`config.mk`:
```
export PLATFORM = sky130hd
export DESIGN_NAME = serial_sub_311_flat
export DESIGN_NICKNAME = d
export VERILOG_FILES = /design/src/rtl/serial_sub_311_pkg.sv /design/src/rtl/serial_sub_311_if.sv /design/src/rtl/serial_sub_311_fs.sv /design/src/rtl/serial_sub_311.sv /design/src/flat_wrapper.sv
export SDC_FILE = /design/constraint.sdc
export NUM_CORES = 1
export LEC_CHECK = 0
export CORE_MARGIN = 1.5
export CORE_UTILIZATION = 40
export DETAILED_ROUTE_END_ITERATION = 16
export PLACE_DENSITY_LB_ADDON = 0.15
export SLEW_MARGIN = 10
export SYNTH_ARGS = -nofsm -noshare
export SYNTH_HDL_FRONTEND = slang
export SYNTH_SLANG_ARGS = --single-unit
```
`constraint.sdc`:
```
create_clock -name clk_311 -period 1.8 [get_ports clk_311]
set_clock_uncertainty 0.05 [all_clocks]
set_input_delay 0.45 -clock clk_311 [delete_from_list [all_inputs] [get_ports clk_311]]
set_output_delay 0.45 -clock clk_311 [all_outputs]
set_load 0.05 [all_outputs]
```
`src/rtl/serial_sub_311_pkg.sv`:
```
`default_nettype none
// ============================================================================
//  Module   : serial_sub_311_pkg
//  Purpose  : Shared state encodings and default width for the bit-serial
//             subtractor.
//  Revision : 1.0  initial release
// ============================================================================
package serial_sub_311_pkg;

    localparam int SUB_W_311 = 8;

    typedef enum logic [1:0] {
        S_IDLE_311  = 2'b00,
        S_SHIFT_311 = 2'b01,
        S_DONE_311  = 2'b10
    } sub_state_t;

endpackage
`default_nettype wire

```
`src/rtl/serial_sub_311_if.sv`:
```
`default_nettype none
// ============================================================================
//  Module   : serial_sub_311_if
//  Purpose  : start/busy/done handshake and operand/result bus of the
//             bit-serial subtractor.
//  Revision : 1.0  initial release
// ============================================================================
interface serial_sub_311_if #(
    parameter int WIDTH = 8
);
    logic             start_311;
    logic [WIDTH-1:0] x_311;
    logic [WIDTH-1:0] y_311;
    logic             busy_311;
    logic             done_311;
    logic [WIDTH-1:0] d_311;
    logic             b_311;

    modport master (
        output start_311, x_311, y_311,
        input  busy_311, done_311, d_311, b_311
    );

    modport slave (
        input  start_311, x_311, y_311,
        output busy_311, done_311, d_311, b_311
    );
endinterface
`default_nettype wire

```
`src/rtl/serial_sub_311_fs.sv`:
```
`default_nettype none
// ============================================================================
//  Module   : hs_311 / fs_311
//  Purpose  : Half-subtractor cell and the full subtractor composed from two
//             of them plus an OR on the borrows.
//  Revision : 1.0  initial release
// ============================================================================
module hs_311 (
    input  wire logic x,
    input  wire logic y,
    output logic      d,
    output logic      bout
);
    assign d    = x ^ y;
    assign bout = ~x & y;
endmodule

module fs_311 (
    input  wire logic x,
    input  wire logic y,
    input  wire logic bin,
    output logic      d,
    output logic      bout
);
    logic w_d1;
    logic w_b1;
    logic w_b2;

    hs_311 u_hs0 (.x(x),    .y(y),   .d(w_d1), .bout(w_b1));
    hs_311 u_hs1 (.x(w_d1), .y(bin), .d(d),    .bout(w_b2));

    assign bout = w_b1 | w_b2;
endmodule
`default_nettype wire

```
`src/rtl/serial_sub_311.sv`:
```
`default_nettype none
// ============================================================================
//  Module   : serial_sub_311
//  Purpose  : Bit-serial WIDTH-bit subtractor, D = X - Y, LSB first, one
//             full-subtractor cell plus a borrow flop.
//  Revision : 1.0  initial release
// ============================================================================
module serial_sub_311
    import serial_sub_311_pkg::*;
#(
    parameter int WIDTH = SUB_W_311
) (
    input  wire logic         clk_311,
    input  wire logic         rst_311,
    serial_sub_311_if.slave   bus
);
    localparam int                 c_cnt_w    = $clog2(WIDTH) + 1;
    localparam logic [c_cnt_w-1:0] c_cnt_last = c_cnt_w'(WIDTH - 1);

    sub_state_t         r_state;
    sub_state_t         w_state_nxt;
    logic [WIDTH-1:0]   r_xs;
    logic [WIDTH-1:0]   r_ys;
    logic [WIDTH-1:0]   r_rs;
    logic [c_cnt_w-1:0] r_cnt;
    logic               r_bf;
    logic [WIDTH-1:0]   r_d;
    logic               r_b;
    logic               w_diff;
    logic               w_bout;
    logic [WIDTH-1:0]   w_rs_nxt;

    fs_311 u_fs (
        .x    (r_xs[0]),
        .y    (r_ys[0]),
        .bin  (r_bf),
        .d    (w_diff),
        .bout (w_bout)
    );

    assign w_rs_nxt = {w_diff, r_rs[WIDTH-1:1]};

    always_ff @(posedge clk_311) begin
        r_state <= w_state_nxt;
    end

    always_comb begin
        w_state_nxt  = r_state;
        bus.busy_311 = 1'b0;
        bus.done_311 = 1'b0;
        if (rst_311) begin
            w_state_nxt = S_IDLE_311;
        end else begin
            case (r_state)
                S_IDLE_311:  if (bus.start_311) w_state_nxt = S_SHIFT_311;
                S_SHIFT_311: if (r_cnt == c_cnt_last) w_state_nxt = S_DONE_311;
                S_DONE_311:  w_state_nxt = S_IDLE_311;
                default:     w_state_nxt = S_IDLE_311;
            endcase
        end
        // Status flags come straight off the state register only.
        bus.busy_311 = (r_state == S_SHIFT_311) || (r_state == S_DONE_311);
        bus.done_311 = (r_state == S_DONE_311);
    end

    always_ff @(posedge clk_311) begin
        if (rst_311) begin
            r_xs  <= '0;
            r_ys  <= '0;
            r_rs  <= '0;
            r_cnt <= '0;
            r_bf  <= 1'b0;
            r_d   <= '0;
            r_b   <= 1'b0;
        end else begin
            case (r_state)
                S_IDLE_311: begin
                    if (bus.start_311) begin
                        r_xs  <= bus.x_311;
                        r_ys  <= bus.y_311;
                        r_rs  <= '0;
                        r_cnt <= '0;
                        r_bf  <= 1'b0;
                    end
                end
                S_SHIFT_311: begin
                    r_rs  <= w_rs_nxt;
                    r_xs  <= r_xs >> 1;
                    r_ys  <= r_ys >> 1;
                    r_bf  <= w_bout;
                    r_cnt <= r_cnt + 1'b1;
                    // Last bit: publish the result including this cycle's diff/borrow.
                    if (r_cnt == c_cnt_last) begin
                        r_d <= w_rs_nxt;
                        r_b <= w_bout;
                    end
                end
                default: begin
                end
            endcase
        end
    end

    assign bus.d_311 = r_d;
    assign bus.b_311 = r_b;

endmodule
`default_nettype wire

```
`src/flat_wrapper.sv`:
```
// flat-port wrapper written by rule: the top's interface ports become plain ports
module serial_sub_311_flat import serial_sub_311_pkg::*;
#(
    parameter int WIDTH = SUB_W_311
)
  (clk_311, rst_311, bus_start_311, bus_x_311, bus_y_311, bus_busy_311, bus_done_311, bus_d_311, bus_b_311);
  serial_sub_311_if #(.WIDTH(WIDTH)) bus_i ();
  input  wire logic clk_311;
  input  wire logic rst_311;
  input wire logic [$bits(bus_i.start_311)-1:0] bus_start_311;
  input wire logic [$bits(bus_i.x_311)-1:0] bus_x_311;
  input wire logic [$bits(bus_i.y_311)-1:0] bus_y_311;
  output wire logic [$bits(bus_i.busy_311)-1:0] bus_busy_311;
  output wire logic [$bits(bus_i.done_311)-1:0] bus_done_311;
  output wire logic [$bits(bus_i.d_311)-1:0] bus_d_311;
  output wire logic [$bits(bus_i.b_311)-1:0] bus_b_311;
  assign bus_i.start_311 = bus_start_311;
  assign bus_i.x_311 = bus_x_311;
  assign bus_i.y_311 = bus_y_311;
  assign bus_busy_311 = bus_i.busy_311;
  assign bus_done_311 = bus_i.done_311;
  assign bus_d_311 = bus_i.d_311;
  assign bus_b_311 = bus_i.b_311;
  serial_sub_311 #(.WIDTH(WIDTH)) u_core (.clk_311(clk_311), .rst_311(rst_311), .bus(bus_i));
endmodule
```
# == Word-level counts from Yosys, hierarchy flattened ==
# Cells that the tools add are included.
# word_totals
register_bits,40
elab_cells,40
out_inout_bits,11
# classes
muxes,13
n_addsub,1
n_eq_ne,5
bitwise_logic,7
reduce_logical,6
# op_table
cell,count
$pmux W8 S2,3
$mux W8,3
$pmux W4 S2,1
$reduce_and A2 Y1,3
$add A4 B1 Y4 const B,1
$eq A4 B3 Y1 const B,1
$mux W2,2
$mux W4,1
$ne A2 B2 Y1 const B,2
$pmux W2 S2,1
$and A1 B1 Y1,2
$eq A2 B1 Y1 const B,1
$eq A2 B2 Y1 const B,1
$logic_not A2 Y1,1
$not A1 Y1,2
$pmux W1 S2,1
$reduce_bool A2 Y1,1
$xor A1 B1 Y1,2
$logic_or A1 B1 Y1,1
$mux W1,1
$or A1 B1 Y1,1

# == Longest topological paths before layout ==
# Gate-level depths: netlist of the first run.
# depth
depth_word,5
ltp_mapped,8
ltp_nobuf,5

# == Modules after synthesis ==
# From an unflattened synthesis of the first run, not the netlist that was laid out.
# unflattened
cells_unflattened,182
hier_area_um2,1657.8
# by_module_without_submodules
module,cells_each,n_inst,area_each_um2
serial_sub_311,175,1,1611.5
hs_311,3,2,20.0
fs_311,1,1,6.3

# == Worst setup path before layout of the first run ==
# No wires, ideal clock.
# synth_timing
path_type,flip-flop to flip-flop
start,register u_core.r_state[0]
end,register u_core.r_ys[1]
t_arrival_ns,1.337
n_path_buf,2
required_ns,1.607
stages_incl_launch_ff,8
path_slack_ns,0.270
setup_ns,0.143
cell_sequence,dfxtp_1 -> inv_1 -> ha_1 -> buf_6 -> mux2_4 -> buf_6 -> nor2_1 -> a211oi_2
# synth_via
elab_chain_cells,3
elab_cells_between_ends,6
# synth_lines
element,line_no,source
"start, declared",serial_sub_311.sv:20,sub_state_t r_state;
"start signal, assigned",serial_sub_311.sv:44,r_state <= w_state_nxt;
$eq A2 B1 Y1 / $logic_not A2 Y1 (equally long branches),serial_sub_311.sv:76,case (r_state)
$reduce_bool A2 Y1 (no line) / $ne A2 B2 Y1 (equally long branches),-,
$reduce_and A2 Y1 (no line),-,
"end signal, assigned",serial_sub_311.sv:80,r_ys <= bus.y_311;
"end signal, assigned",serial_sub_311.sv:89,r_ys <= r_ys >> 1;
"end, declared",serial_sub_311.sv:23,logic [WIDTH-1:0] r_ys;
# Several ways; a longest one is shown, not always the timed one.
# A chain may end at the register's enable or synchronous reset.

# == Final worst setup path of the first run ==
# layout_timing
start,register u_core.r_state[1]
end,output bus_busy_311
# layout_via
elab_chain_cells,2
elab_cells_between_ends,3
# layout_lines
element,line_no,source
$eq A2 B1 Y1 / $eq A2 B2 Y1 (equally long branches),serial_sub_311.sv:62,bus.busy_311 = (r_state == S_SHIFT_311) || (r_state == S_DONE_311);
$logic_or A1 B1 Y1 *,serial_sub_311.sv:62,
"end, declared",flat_wrapper.sv:13,output wire logic [$bits(bus_i.busy_311)-1:0] bus_busy_311;
# Every way passes the cells marked *; elsewhere a longest branch is shown, timed or not.

==> run metrics, run 1 <==
Clock Tree Buf Depth 2; number of routed nets with antenna violations 0; status finished, final reports clean; global route overflow 0; number of I/O port buffers 29; Distinct cells, synth 38; RSZ-0062 raised after global routing no; initial antenna violation count 0; number of cells after detailed placement 293; number of endpoints failing setup at the final stage 0; total nets after synthesis 230; post-CTS setup buffers 0; proportion of layout cells with a drive suffix above 1 22.2%; final worst-path cycle share 94.0%; required time at the worst-slack endpoint 1300 ps; total power per unit cell area 858 nW/um^2; placeable core region 4720 sq um; relative max-transition margin 78.2%; RD Place Congestion 0.770; hold buffer count at CTS 0; post-detailed-route DRC marker count 0; start of the worst register-to-register path u_core.r_state[1]$_SDFFE_PP0P_; number of violations reported at the end of detailed-routing iteration 0 61; most frequent cells in the layout 39 x dfxtp_1, 22 x nor2_1, 21 x nand2_1, 20 x mux2i_1; number of antenna repair diodes 0; number of enable-type register cells in the synthesized netlist 0; via count of the routed design 1533; Wirelength per Cell 12.5 um; startpoint of the lowest-slack hold path u_core.bus.d_311[0]$_SDFFE_PP0P_; Total Nets Final 257; wirelength, routed 3770 um; capture point of the worst reg-to-reg path u_core.bus.d_311[7]$_SDFFE_PP0P_; worst r2r path cells 6; Root Buffer Master clkbuf_8; worst hold-check path type reg2reg; clock tree from TritonCTS built; cell depth of the worst hold path 2; startpoint-to-endpoint class of the critical path reg2out; Data arrival, critical path 1190 ps; level count of the clock H-tree 2; number of warning messages in the yosys log 0; overall power consumption 2.08 mW; overall die height 73.2 um; slowest cell on the critical path dfxtp_1; post-synthesis instance area 1970 sq um; most area-consuming cells after synthesis dfxtp_1 40%, mux2i_1 10%, a211oi_2 8.9%, a21oi_1 4.6%, nor2_1 4.2%; Area growth, synth to finish 23.3%; WHS 410 ps; Overall Global Routing Usage 15.8%; flip-flop and latch count after synthesis 39; clock latency at the later pin of the worst-skew pair 290 ps; number of detailed-routing iterations run before antenna repair 4; Post-Syn Area per Cell 9.57 sq um; register area share after synthesis 39.6%; fin. max-slew vios 0; peak per-stage delay on the critical path 360 ps; worst voltage drop across the vdd grid 0.481 mV; count of mapped cells out of synthesis 206; dpl hpwl 2600 um; floorplan die width 73.2 um; area fraction of the dominant cell type after synthesis 39.6%; Sink Count 39; Die Outline Area 5360 sq um; beginning of the critical path u_core.r_state[1]$_SDFFE_PP0P_; # IOs 30; wire length of the first global-routing pass 6550 um; startpoint kind of the worst setup timing path register; endpoints failing hold 0; final cell count without fillers 301; terminating pin of the worst hold path u_core.bus.d_311[0]$_SDFFE_PP0P_; most common cell after layout, fill and taps aside dfxtp_1; initial standard-cell utilization of the core 41.7%; asr flop ratio synth 0%; Leakage Power 0.887 nW; number of global-route vias before repair 1439; final setup TNS 0 ps; Maximum Capacitance Violations 0; clock slew at the register clock pins of the worst setup and hold paths 70 ps; largest net degree at the start of global routing 29; dominant synthesized flop cell dfxtp_1; via/cell ratio 5.09; internal reg-to-reg setup slack 150 ps; cell-by-cell trace of the critical path inv_1 -> ha_1 -> buf_12; Num CTS Buffers 5; cell taking the most area after synthesis dfxtp_1; number of rows in the core area 25; Fmax achieved 591 MHz; shortest clock period the worst path allows after layout 1690 ps; transition time at the pin with the least slew margin 317 ps; Critical Path End Type output port; crit-path max FO 3
[report_power, final]
part / internal, mW / total, mW / switching, mW
sequential: 0.910 / 0.939 / 0.0291
clock: 0.448 / 0.750 / 0.301
combinational: 0.190 / 0.395 / 0.205
total: 1.55 / 2.08 / 0.536
[cell families after synthesis]
family	after synthesis	synth area share [%]
DFF	39	39.6
xor gates and xnor gates	1	0.445
adders and majority gates	5	3.56
muxes	21	10.9
and+or+nand+nor	65	16.4
AOI/OAI and AO/OA	52	21.8
buffers and inverters	23	7.17
[worst max-delay path, delay by kind of cell (launching register included)]
kind / cells / cell delay (ps)
buffers and inverters: 2 / 230
flip-flops: 1 / 360
adder cells (fa/ha/maj): 1 / 310
[timing repair]
action | 4_1_cts | 5_1_grt
hold endpoints to repair | 0 | 0
resized for setup | 0 | 1
setup endpoints to repair | 0 | 1
[sequential cells by signal (all words and copies together), names as in the netlist]
| register | cells |
|---|---|
| u_core.r_state | 2 |
| u_core.r_ys | 8 |
| u_core.bus.b_311 | 1 |
| u_core.r_cnt | 4 |
| u_core.bus.d_311 | 8 |
| u_core.r_rs | 7 |
| u_core.r_bf | 1 |
| u_core.r_xs | 8 |
[synth_stat cells (2+ instances only)]
| cell | instances |
|---|---|
| dfxtp_1 | 39 |
| nor2_1 | 22 |
| nand2_1 | 21 |
| mux2i_1 | 20 |
| a21oi_1 | 18 |
| a211oi_2 | 14 |
| a32oi_1 | 8 |
| inv_1 | 6 |
| buf_6 | 5 |
| buf_2 | 4 |
| ha_1 | 4 |
| or2_2 | 4 |
| a211oi_1 | 3 |
| and3b_1 | 3 |
| buf_4 | 3 |
| clkbuf_1 | 3 |
| nand3_1 | 3 |
| o21ai_0 | 3 |
| and4b_1 | 2 |
| nand3b_1 | 2 |
| nor2b_1 | 2 |
[worst max-delay path by stage]
stage,to,slack (ps),cells after the start
global route,u_core.r_ys[2]$_SDFFE_PP0P_,30,5
detailed placement,u_core.r_cnt[2]$_SDFFE_PP0P_,-70,4
finish,bus_busy_311,110,3
global placement,u_core.r_cnt[2]$_SDFFE_PP0P_,-70,4
floorplan,u_core.r_ys[1]$_SDFFE_PP0P_,270,7
CTS,bus_busy_311,90,3
[through the flow]
step | area, sq um | util (%) | setup slack [ps]
floorplan | 1970 | - | 270
global placement | 2310 | 48.9 | -65.3
detailed placement | 2310 | 48.9 | -74.3
CTS | 2430 | 51.4 | 92.3
global route | 2430 | 51.4 | 26.0
finish | 2430 | 51.4 | 108
[per-layer routing]
metal / vias to the layer above / global-route usage, % / part of all wire [%]
met1: 706 / 20.4 / 50
met5: - / 0 / 0
met4: 0 / 5.03 / 1.0
met2: 34 / 25.1 / 44
li1: 789 / - / -
met3: 4 / 4.83 / 5.0
[layout make-up]
type	count	area [sq um]
Clock buffer	6	82.6
Timing Repair Buffer	37	373
Sequential cell	39	781
Inverter	6	22.5
Multi-Input combinational cell	144	1050
Clock inverter	2	35.0
Tap cell	67	83.8
Fill cell	445	2290
Power figures use the tool's default switching activity.
==> run 2, diff against run 1 <==
- HOLD_SLACK_MARGIN: unset -> 0.12
==> results of run 2 <==
The final DEF is identical to that of run 1; final timing and power are the same.
==> run 3, diff against run 2 <==
- clock period: 1.8 -> 2.17 ns (I/O delays scaled with it)
==> run 3 against run 2 <==
Compared with the run above: non-clock buffer count is 1 lower; clock-buffer cell count is 1 higher; setup slack better by 13 ps; total power is 21% lower; sequential cell count stayed put; combinational power is 19% lower; hold slack worse by 1.9 ps; sequential power is 17% lower; routed wire length is 2.1% higher; register-to-register slack better by 290 ps; clock power is 28% lower; first-iteration DRC count is 18% lower; largest cell class unchanged.
==> run metrics, run 3 (same netlist as run 1, synthesis figures left out) <==
status finished, final reports clean; peak per-stage delay on the critical path 820 ps; number of gates given a new drive strength after cts 0; clock latency at the later pin of the worst-skew pair 290 ps; number of routed nets with antenna violations 0; number of rows in the core area 25; cell depth of the worst hold path 2; Maximum Capacitance Violations 0; final setup TNS 0 ps; most common cell after layout, fill and taps aside dfxtp_1; floorplan die width 73.2 um; via count of the routed design 1507; global route overflow 0; Wirelength per Cell 12.9 um; hold buffer count at CTS 0; kind of cell adding the most delay to the critical path buffers and inverters; startpoint-to-endpoint class of the critical path reg2out; most frequent cells in the layout 39 x dfxtp_1, 27 x clkdlybuf4s50_1, 22 x nor2_1, 21 x nand2_1, 20 x mux2i_1; Data arrival, critical path 1460 ps; number of detailed-routing iterations run before antenna repair 4; total power per unit cell area 682 nW/um^2; clock slew at the register clock pins of the worst setup and hold paths 80 ps; startpoint kind of the worst setup timing path register; Sink Count 39; wire length of the first global-routing pass 6580 um; Area growth, synth to finish 22.0%; wirelength, routed 3860 um; worst hold-check path type reg2reg; required time at the worst-slack endpoint 1580 ps; Num CTS Buffers 5; cell-by-cell trace of the critical path clkdlybuf4s50_1; number of global-route vias before repair 1435; largest net degree at the start of global routing 40; Die Outline Area 5360 sq um; initial antenna violation count 0; post-detailed-route DRC marker count 0; shortest clock period the worst path allows after layout 2050 ps; Total Nets Final 256; number of I/O port buffers 29; endpoints failing hold 0; number of antenna repair diodes 0; crit-path max FO 2; worst r2r path cells 6; Buf+Inv Stages, Crit Path 1; terminating pin of the worst hold path u_core.bus.d_311[5]$_SDFFE_PP0P_; Leakage Power 0.845 nW; relative max-transition margin 66.2%; number of endpoints failing setup at the final stage 0; overall die height 73.2 um; fin. max-slew vios 0; RD Place Congestion 0.705; placeable core region 4720 sq um; RSZ-0062 raised after global routing no; worst voltage drop across the vdd grid 0.363 mV; capture point of the worst reg-to-reg path u_core.r_cnt[3]$_SDFFE_PP0P_; initial standard-cell utilization of the core 41.7%; clock tree from TritonCTS built; dpl hpwl 2510 um; post-CTS setup buffers 0; Critical Path End Type output port; proportion of layout cells with a drive suffix above 1 17.6%; final worst-path cycle share 94.4%; setup slack at placement 167 ps; start of the worst register-to-register path u_core.r_state[0]$_SDFFE_PP0P_; level count of the clock H-tree 2; Fmax achieved 488 MHz; number of violations reported at the end of detailed-routing iteration 0 50; # IOs 30; fillcell total 466; final worst-path setup slack 121 ps; Clock Tree Buf Depth 2; Root Buffer Master clkbuf_8; internal reg-to-reg setup slack 440 ps; slowest cell on the critical path clkdlybuf4s50_1; via/cell ratio 5.02; startpoint of the lowest-slack hold path u_core.bus.d_311[5]$_SDFFE_PP0P_; Overall Global Routing Usage 16.0%; transition time at the pin with the least slew margin 505 ps
==> run 3: metrics by stage <==
| stage | power (mW) | instances | utilization, % | area, sq um | hold WS, ps |
|---|---|---|---|---|---|
| 6_report | 1.64 | 300 | 50.9 | 2400 | 408 |
| 5_1_grt | 1.73 | 300 | 50.9 | 2400 | 430 |
| 4_1_cts | 1.66 | 300 | 50.9 | 2400 | 408 |
| 3_5_place_dp | 1.12 | 292 | 48.7 | 2300 | 400 |
| 3_3_place_gp | 1.11 | 292 | 48.7 | 2300 | 396 |
| 2_1_floorplan | 1.04 | 206 | - | 1970 | 394 |
==> run 3: worst max-delay path by stage <==
stage / from / end / slack, ps / depth (start not counted)
floorplan: u_core.r_state[0]$_SDFFE_PP0P_ / u_core.r_ys[1]$_SDFFE_PP0P_ / 640 / 7
global placement: bus_start_311 / u_core.r_cnt[2]$_SDFFE_PP0P_ / 160 / 4
detailed placement: bus_start_311 / u_core.r_cnt[2]$_SDFFE_PP0P_ / 170 / 4
CTS: u_core.bus.d_311[1]$_SDFFE_PP0P_ / bus_d_311[1] / 110 / 1
global route: u_core.bus.d_311[1]$_SDFFE_PP0P_ / bus_d_311[1] / 90 / 1
finish: u_core.bus.d_311[1]$_SDFFE_PP0P_ / bus_d_311[1] / 120 / 1
==> run 3: area by class of cell <==
class / count / area [sq um] / area share, %
sequential: 39 / 781 / 32.5
multi-input combinational: 144 / 1050 / 43.7
timing repair buffer: 36 / 363 / 15.1
inverter: 6 / 22.5 / 0.937
tap: 67 / 83.8 / 3.49
clock inverter: 1 / 7.51 / 0.312
clock buffer: 7 / 96.3 / 4.01
==> run 3: metal layers <==
layer	routed length, um	part of all wire (%)	global-route usage (%)
met5	0	0	0
met4	74	1.9	6.92
met3	163	4.2	4.28
met2	1670	43	24.5
met1	1940	50	21.0
==> run 3: where the power goes <==
group | internal, mW | leakage, nW | switching [mW]
Combinational | 0.151 | 0.476 | 0.169
Clock | 0.289 | 0.0505 | 0.252
Sequential | 0.755 | 0.318 | 0.0250
